**config.mk**
```make
export PLATFORM = sky130hd
export DESIGN_NAME = cordic_vectoring_core_flat
export DESIGN_NICKNAME = d
export VERILOG_FILES = /design/src/rtl/cordic_vectoring_core_if.sv /design/src/rtl/cordic_vectoring_core.sv /design/src/flat_wrapper.sv
export SDC_FILE = /design/constraint.sdc
export NUM_CORES = 1
export LEC_CHECK = 0
export CAP_MARGIN = 20
export CORE_UTILIZATION = 55
export DETAILED_ROUTE_END_ITERATION = 10
export PLACE_DENSITY = 0.76
export SYNTH_ARGS = -nofsm -noshare
export SYNTH_HDL_FRONTEND = slang
export SYNTH_SLANG_ARGS = --single-unit
```
**constraint.sdc**
```tcl
create_clock -name clk -period 5.68 [get_ports clk]
set_input_delay 1.42 -clock clk [delete_from_list [all_inputs] [get_ports clk]]
set_output_delay 1.42 -clock clk [all_outputs]
set_load 0.005 [all_outputs]
```
**src/rtl/cordic_vectoring_core_if.sv**
```systemverilog
// Stream interface for the CORDIC vectoring core.
// Carries the Cartesian sample in and the polar result out, each with a valid/ready handshake.
interface cordic_vectoring_core_if #(
    parameter int XY_W    = 16,
    parameter int ANGLE_W = 32
);
    logic                      in_valid;
    logic                      in_ready;
    logic signed [XY_W-1:0]    x_start;
    logic signed [XY_W-1:0]    y_start;
    logic                      out_valid;
    logic                      out_ready;
    logic signed [XY_W-1:0]    mag;
    logic signed [ANGLE_W-1:0] theta;

    modport master (
        output in_valid, x_start, y_start, out_ready,
        input  in_ready, out_valid, mag, theta
    );

    modport slave (
        input  in_valid, x_start, y_start, out_ready,
        output in_ready, out_valid, mag, theta
    );
endinterface

```
**src/rtl/cordic_vectoring_core.sv**
```systemverilog
// Iterative CORDIC in vectoring mode: converts one (x, y) sample into magnitude and atan2 angle.
// The angle is a signed fraction of a full turn (2^ANGLE_W per turn) and wraps modulo 2^ANGLE_W.
// The angle table is held at 32-bit turn resolution and rounded down to ANGLE_W, so ANGLE_W <= 32.
module cordic_vectoring_core #(
    parameter int XY_W      = 16,
    parameter int ANGLE_W   = 32,
    parameter int ITER      = 16,
    parameter int GUARD     = 3,
    parameter int GAIN_COMP = 1
) (
    input logic                     clk,
    input logic                     rst,
    cordic_vectoring_core_if.slave  bus
);

    typedef enum logic [1:0] {IDLE, RUN, DONE} state_t;

    localparam int W   = XY_W + GUARD + 2;
    localparam int PW  = W + 18;
    localparam int CW  = $clog2(ITER + 2);
    localparam int ASH = 32 - ANGLE_W;

    localparam logic [CW-1:0]         ROT_END    = CW'(ITER);
    localparam logic [CW-1:0]         ROUND_STEP = CW'(ITER + 1);
    localparam logic [ANGLE_W-1:0]    HALF_TURN  = {1'b1, {(ANGLE_W-1){1'b0}}};
    localparam logic signed [PW-1:0]  COMP_C     = PW'(39797);
    localparam logic signed [PW-1:0]  MAG_MAX    = PW'((1 <<< (XY_W-1)) - 1);

    state_t state_q, state_n;

    logic signed [W-1:0]    x_q, y_q;
    logic [ANGLE_W-1:0]     z_q;
    logic [CW-1:0]          cnt_q;
    logic signed [PW-1:0]   comp_q;
    logic                   zero_q;
    logic [XY_W-1:0]        mag_q;
    logic [ANGLE_W-1:0]     theta_q;

    logic                   accept;
    logic signed [W-1:0]    x_ext, y_ext, x_shr, y_shr;
    logic [ANGLE_W-1:0]     a_i;
    logic signed [PW-1:0]   comp_n, scaled, round_sum, rounded;
    logic [XY_W-1:0]        mag_n;

    // atan(2^-i) in turns, 32-bit resolution, rounded to ANGLE_W bits
    function automatic logic [ANGLE_W-1:0] atan_step(input int i);
        logic [31:0] t;
        logic [33:0] s;
        case (i)
            0:  t = 32'h2000_0000;
            1:  t = 32'h12E4_051E;
            2:  t = 32'h09FB_385B;
            3:  t = 32'h0511_11D4;
            4:  t = 32'h028B_0D43;
            5:  t = 32'h0145_D7E1;
            6:  t = 32'h00A2_F61E;
            7:  t = 32'h0051_7C55;
            8:  t = 32'h0028_BE53;
            9:  t = 32'h0014_5F2F;
            10: t = 32'h000A_2F98;
            11: t = 32'h0005_17CC;
            12: t = 32'h0002_8BE6;
            13: t = 32'h0001_45F3;
            14: t = 32'h0000_A2FA;
            15: t = 32'h0000_517D;
            16: t = 32'h0000_28BE;
            17: t = 32'h0000_145F;
            18: t = 32'h0000_0A30;
            19: t = 32'h0000_0518;
            20: t = 32'h0000_028C;
            21: t = 32'h0000_0146;
            22: t = 32'h0000_00A3;
            23: t = 32'h0000_0051;
            24: t = 32'h0000_0029;
            25: t = 32'h0000_0014;
            26: t = 32'h0000_000A;
            27: t = 32'h0000_0005;
            28: t = 32'h0000_0003;
            29: t = 32'h0000_0001;
            30: t = 32'h0000_0001;
            default: t = 32'h0000_0000;
        endcase
        s = ({2'b00, t} << 1) + (34'd1 << ASH);
        return ANGLE_W'(s >> (ASH + 1));
    endfunction

    // State register
    always_ff @(posedge clk or posedge rst) begin
        if (rst) state_q <= IDLE;
        else     state_q <= state_n;
    end

    // Next-state: accept in IDLE, leave RUN after the rounding step, return on output handshake
    always_comb begin
        state_n = state_q;
        case (state_q)
            IDLE:    if (bus.in_valid) state_n = RUN;
            RUN:     if (cnt_q == ROUND_STEP) state_n = DONE;
            DONE:    if (bus.out_ready) state_n = IDLE;
            default: state_n = IDLE;
        endcase
    end

    // Handshake outputs depend on state only, so no combinational path crosses the block
    always_comb begin
        bus.in_ready  = (state_q == IDLE);
        bus.out_valid = (state_q == DONE);
    end

    // Pre-rotation operands, micro-rotation shifts, gain compensation and rounding/saturation
    always_comb begin
        accept    = (state_q == IDLE) && bus.in_valid;
        x_ext     = {{(W-XY_W){bus.x_start[XY_W-1]}}, bus.x_start} <<< GUARD;
        y_ext     = {{(W-XY_W){bus.y_start[XY_W-1]}}, bus.y_start} <<< GUARD;
        x_shr     = x_q >>> cnt_q;
        y_shr     = y_q >>> cnt_q;
        a_i       = atan_step(int'(cnt_q));
        comp_n    = (GAIN_COMP != 0) ? PW'(x_q) * COMP_C : PW'(x_q) <<< 16;
        scaled    = comp_q >>> 16;
        round_sum = (scaled <<< 1) + (PW'(1) <<< GUARD);
        rounded   = round_sum >>> (GUARD + 1);
        if (rounded < 0)             mag_n = '0;
        else if (rounded > MAG_MAX)  mag_n = XY_W'(MAG_MAX);
        else                         mag_n = XY_W'(rounded);
    end

    // Datapath: load on accept, rotate ITER times, register the gain product, then round into the outputs
    always_ff @(posedge clk or posedge rst) begin
        if (rst) begin
            x_q     <= '0;
            y_q     <= '0;
            z_q     <= '0;
            cnt_q   <= '0;
            comp_q  <= '0;
            zero_q  <= 1'b0;
            mag_q   <= '0;
            theta_q <= '0;
        end else if (accept) begin
            cnt_q  <= '0;
            zero_q <= (bus.x_start == '0) && (bus.y_start == '0);
            if (bus.x_start[XY_W-1]) begin
                x_q <= -x_ext;
                y_q <= -y_ext;
                z_q <= HALF_TURN;
            end else begin
                x_q <= x_ext;
                y_q <= y_ext;
                z_q <= '0;
            end
        end else if (state_q == RUN) begin
            cnt_q <= cnt_q + 1'b1;
            if (cnt_q < ROT_END) begin
                if (!y_q[W-1]) begin
                    x_q <= x_q + y_shr;
                    y_q <= y_q - x_shr;
                    z_q <= z_q + a_i;
                end else begin
                    x_q <= x_q - y_shr;
                    y_q <= y_q + x_shr;
                    z_q <= z_q - a_i;
                end
            end else if (cnt_q == ROT_END) begin
                comp_q <= comp_n;
            end else begin
                mag_q   <= zero_q ? '0 : mag_n;
                theta_q <= zero_q ? '0 : z_q;
            end
        end
    end

    assign bus.mag   = mag_q;
    assign bus.theta = theta_q;

endmodule

```
**src/flat_wrapper.sv**
```systemverilog
// flat-port wrapper written by rule: the top's interface ports become plain ports
module cordic_vectoring_core_flat 
#(
    parameter int XY_W      = 16,
    parameter int ANGLE_W   = 32,
    parameter int ITER      = 16,
    parameter int GUARD     = 3,
    parameter int GAIN_COMP = 1
)
  (clk, rst, bus_in_valid, bus_x_start, bus_y_start, bus_out_ready, bus_in_ready, bus_out_valid, bus_mag, bus_theta);
  cordic_vectoring_core_if #(.XY_W(XY_W), .ANGLE_W(ANGLE_W)) bus_i ();
  input logic clk;
  input logic rst;
  input wire logic [$bits(bus_i.in_valid)-1:0] bus_in_valid;
  input wire logic [$bits(bus_i.x_start)-1:0] bus_x_start;
  input wire logic [$bits(bus_i.y_start)-1:0] bus_y_start;
  input wire logic [$bits(bus_i.out_ready)-1:0] bus_out_ready;
  output wire logic [$bits(bus_i.in_ready)-1:0] bus_in_ready;
  output wire logic [$bits(bus_i.out_valid)-1:0] bus_out_valid;
  output wire logic [$bits(bus_i.mag)-1:0] bus_mag;
  output wire logic [$bits(bus_i.theta)-1:0] bus_theta;
  assign bus_i.in_valid = bus_in_valid;
  assign bus_i.x_start = bus_x_start;
  assign bus_i.y_start = bus_y_start;
  assign bus_i.out_ready = bus_out_ready;
  assign bus_in_ready = bus_i.in_ready;
  assign bus_out_valid = bus_i.out_valid;
  assign bus_mag = bus_i.mag;
  assign bus_theta = bus_i.theta;
  cordic_vectoring_core #(.XY_W(XY_W), .ANGLE_W(ANGLE_W), .ITER(ITER), .GUARD(GUARD), .GAIN_COMP(GAIN_COMP)) u_core (.clk(clk), .rst(rst), .bus(bus_i));
endmodule
```
==> out/results.tsv <==
stage	metric	value	unit
status	failing checks	setup timing	
timing	Min Clock Period, post-route	5.76	ns
status	outcome	complete, but fails checks	
critical_path	element type at the critical path end	flip-flop	
floorplanning	width of the die	201	um
grt	busiest metal layer after global routing	met2	
critical_path	worst stage delay on the critical path	0.55	ns
timing	slack of the critical path	-0.0782	ns
floorplanning	number of I/O pins	86	
detailed_routing	remaining antenna violation count	0	
floorplanning	# rows	72	
critical_path	Slowest-stage cell, CP	fa_2	
critical_path	worst setup path class	flip-flop to flip-flop	
timing	Max-slew headroom	39.8	%
timing	transition time at the pin with the least slew margin	0.904	ns
cells_and_area	final-stage net count	3206	
yosys	post-synthesis sequential element count	150	
yosys	post-synthesis cell count	2511	
job	Max-Cap Viols	0	
clock_network	Sinks on Clock Net	150	
critical_path	nature of the critical path startpoint	flip-flop	
floorplanning	die outline area	40300	sq um
detailed_routing	residual DRC count	0	
grt	global-route wire length before repair	104000	um
yosys	asr flop ratio synth	100	%
critical_path	WP data arrival	6.14	ns
clock_network	buffer cell driving the clock tree root	clkbuf_16	
grt	Global Route met2 Usage	51.8	%
yosys	number of distinct library cell variants in the gate-level netlist after synthesis	88	
critical_path	largest fanout of any net on the critical path	6	
timing	Max Freq	174	MHz
yosys	number of nets in the synthesized netlist	2949	
worst_hold_path	class of the tightest hold or removal check	flip-flop to flip-flop	
timing	final-report setup violation count	2	
cells_and_area	Layout fillers	3104	
detailed_routing	Avg WL per Cell	20.0	um
placement	Detail Placement HPWL	50800	um
yosys	Mapped Area	21700	sq um
clock_network	cts bufs inserted	17	
cells_and_area	fraction of final layout cells with drive strength greater than 1	19.2	%
grt	overflow left after global routing	0	
clock_network	H-tree levels	4	
critical_path	cell breakdown of the critical path	ha_4, inv_2, fa_1, fa_2, inv_2, fa_1, fa_1, inv_2, fa_1, inv_2, ha_4, nand2_4, or3_4, a211oi_4, o41ai_4, buf_4, or3_4, a21oi_4, nor3_2, o31ai_1	
timing	final setup skew	0.0113	ns
critical_path	required time at the endpoint of the critical path	6.06	ns
floorplanning	Die Span Y	201	um
yosys	sequential element share of the synthesized area	17.3	%
yosys	average size of a mapped cell	8.64	sq um
grt	pin count of the biggest net entering global routing	92	
yosys	Primary FF master, synth	dfrtp_1	
clock_network	Clock Latency Late Sink	0.48	ns
clock_network	clock edge transition at the registers on the reported setup and hold paths	0.07	ns
floorplanning	initial standard-cell utilization of the core	55.9	%
clock_network	deepest clock path buffer count	2	
detailed_routing	via count of the routed design	19800	
grt	overall global routing resource usage	32.7	%
timing	Final Hold Violating Endpoints	0	
timing	RSZ-0062 raised after global routing	yes	
timing	number of pins with negative max-slew slack in the final report	0	
grt	met1 routing resource usage after global routing	45.2	%
yosys	number of synthesized flops with an enable pin	0	
grt	via count of the first global-routing pass	19300	
cells_and_area	synth-to-layout area growth	21.1	%
grt	initial antenna violation count	1	
clock_network	CTS tree	done	
detailed_routing	WL final	66100	um
placement	buffers added on ports	85	
detailed_routing	vias per inst	6.00	
cells_and_area	Antenna Cells	0	
timing	final cycle utilization of the critical path	101	%
detailed_routing	Iter 0 DRT Violations	1763	
placement	global placer's final weighted congestion	0.995	
floorplanning	placeable core region	38800	sq um
placement	total cell area at the placement stage	24600	sq um
detailed_routing	drt pass-1 iters	7	
grt	GR met3 Demand/Resource	6.31	%
yosys	Yosys warning count	0	
cells_and_area	Layout Cell Area excl Fill	26300	sq um
-- final timing paths --
check | to | slack, ns | cells after the start | startpoint
max reg2reg | u_core.comp_q[35]$_DFFE_PP0P_ | -0.08 | 20 | u_core.x_q[11]$_DFFE_PP0P_
max | u_core.comp_q[35]$_DFFE_PP0P_ | -0.08 | 20 | u_core.x_q[11]$_DFFE_PP0P_
min in group asynchronous | u_core.comp_q[35]$_DFFE_PP0P_ | 1.48 | 2 | rst
min | u_core.bus.theta[8]$_DFFE_PP0P_ | 0.48 | 2 | u_core.bus.theta[8]$_DFFE_PP0P_
max in group asynchronous | u_core.cnt_q[0]$_DFFE_PP0P_ | 3.20 | 3 | rst
min reg2reg | u_core.bus.theta[8]$_DFFE_PP0P_ | 0.48 | 2 | u_core.bus.theta[8]$_DFFE_PP0P_
-- cells in the mapped netlist, types with 8 or more instances --
master	number	area, sq um
nand2b_1	53	332
a21o_1	34	255
mux2_2	14	158
nor2_1	146	548
a211o_1	9	78.8
nand2_1	241	905
xnor2_1	82	718
mux2i_1	32	320
fa_1	154	3080
o21a_1	22	165
a21oi_1	134	671
and2_1	12	75.1
o21bai_1	9	67.6
nor3_1	38	190
inv_1	308	1160
ha_1	248	3100
and3_1	14	87.6
nand3_1	44	220
or2_2	13	81.3
buf_1	11	41.3
a31oi_1	32	200
a22o_1	22	193
o21ai_0	163	816
a22oi_1	17	128
or3_1	17	106
nor2b_1	24	150
o31a_1	8	70.1
mux4_2	38	856
xor2_1	92	806
o211ai_1	15	113
a211oi_1	28	210
nand4_1	16	100
dfrtp_1	150	3750
o41ai_1	8	70.1
clkbuf_1	85	319
o31ai_1	28	210
o22ai_1	23	144
buf_2	17	85.1
-- worst max-delay path: cells and delay by family, from the launching register on --
| family | cells | cell delay, ns |
|---|---|---|
| and+or+nand+nor | 4 | 0.91 |
| adders and majority gates | 7 | 3.14 |
| AOI/OAI and AO/OA | 4 | 0.81 |
| buffers and inverters | 5 | 0.33 |
| DFF | 1 | 0.49 |
-- state kept, by name (all words and copies together), names as in the netlist --
register	count
u_core.comp_q	20
u_core.bus.mag	16
u_core.bus.theta	32
u_core.z_q	32
u_core.zero_q	1
u_core.cnt_q	5
u_core.state_q	2
u_core.y_q	21
u_core.x_q	21
-- cell families after synthesis --
group,share of synthesized area (%)
DFF,17.3
adders and majority gates,28.5
xor gates and xnor gates,7.12
muxes,6.94
AOI/OAI and AO/OA,18.4
and+or+nand+nor,14.1
buffers and inverters,7.60
-- metrics by stage --
stage / hold WS, ns / utilization [%] / setup WS [ns] / setup TNS (ns) / instances
3_5_place_dp: 0.470 / 63.4 / -0.338 / -3.05 / 3230
3_3_place_gp: 0.459 / 63.4 / -0.194 / -1.19 / 3230
6_report: 0.475 / 67.7 / -0.0782 / -0.102 / 3299
4_1_cts: 0.484 / 65.4 / -0.0429 / -0.213 / 3265
2_1_floorplan: 0.468 / - / -0.0156 / -0.0308 / 2511
5_1_grt: 0.498 / 67.7 / -0.220 / -1.37 / 3299
-- routing by layer --
metal  vias to the layer above  routed length, um
li1                       9260                  -
met4                         0               1760
met3                       131               5200
met5                         -                  0
met2                       785              30400
met1                      9623              28700
-- timing repair --
item,in CTS,in global routing
hold buffers,0,0
gates cloned,0,1
endpoints found under the hold margin,0,0
gates resized for setup,31,147
endpoints found under the setup margin,17,39
pin swaps,17,67
buffers inserted,3,32
-- final cells by class --
| cell class | count | area [sq um] | share of cell area (%) |
|---|---|---|---|
| Clock inverter | 14 | 188 | 0.714 |
| Tap cell | 518 | 648 | 2.47 |
| Multi-Input combinational cell | 1933 | 17100 | 64.9 |
| Clock buffer | 18 | 429 | 1.63 |
| Sequential cell | 150 | 3780 | 14.4 |
| Inverter | 311 | 1180 | 4.47 |
| Timing Repair Buffer | 355 | 3000 | 11.4 |
-- cell usage in the layout, fill, tap and decap left out, types with 22 or more instances in the layout --
master	n
mux2i_1	32
xnor2_1	81
nand2_1	238
nor2b_1	24
nand3_1	43
o31ai_1	25
clkdlybuf4s50_1	85
mux4_2	39
nor2_1	139
o22ai_1	22
dfrtp_1	132
a31oi_1	29
buf_4	253
xor2_1	91
inv_1	287
nand2b_1	53
ha_4	25
a21oi_1	119
a21o_1	34
nor3_1	33
a211oi_1	24
fa_1	139
o21ai_0	151
ha_1	216
Power is left out: the tool's default activity adds up to more than one toggle a clock period on the data nets, which glitch-free logic cannot reach.
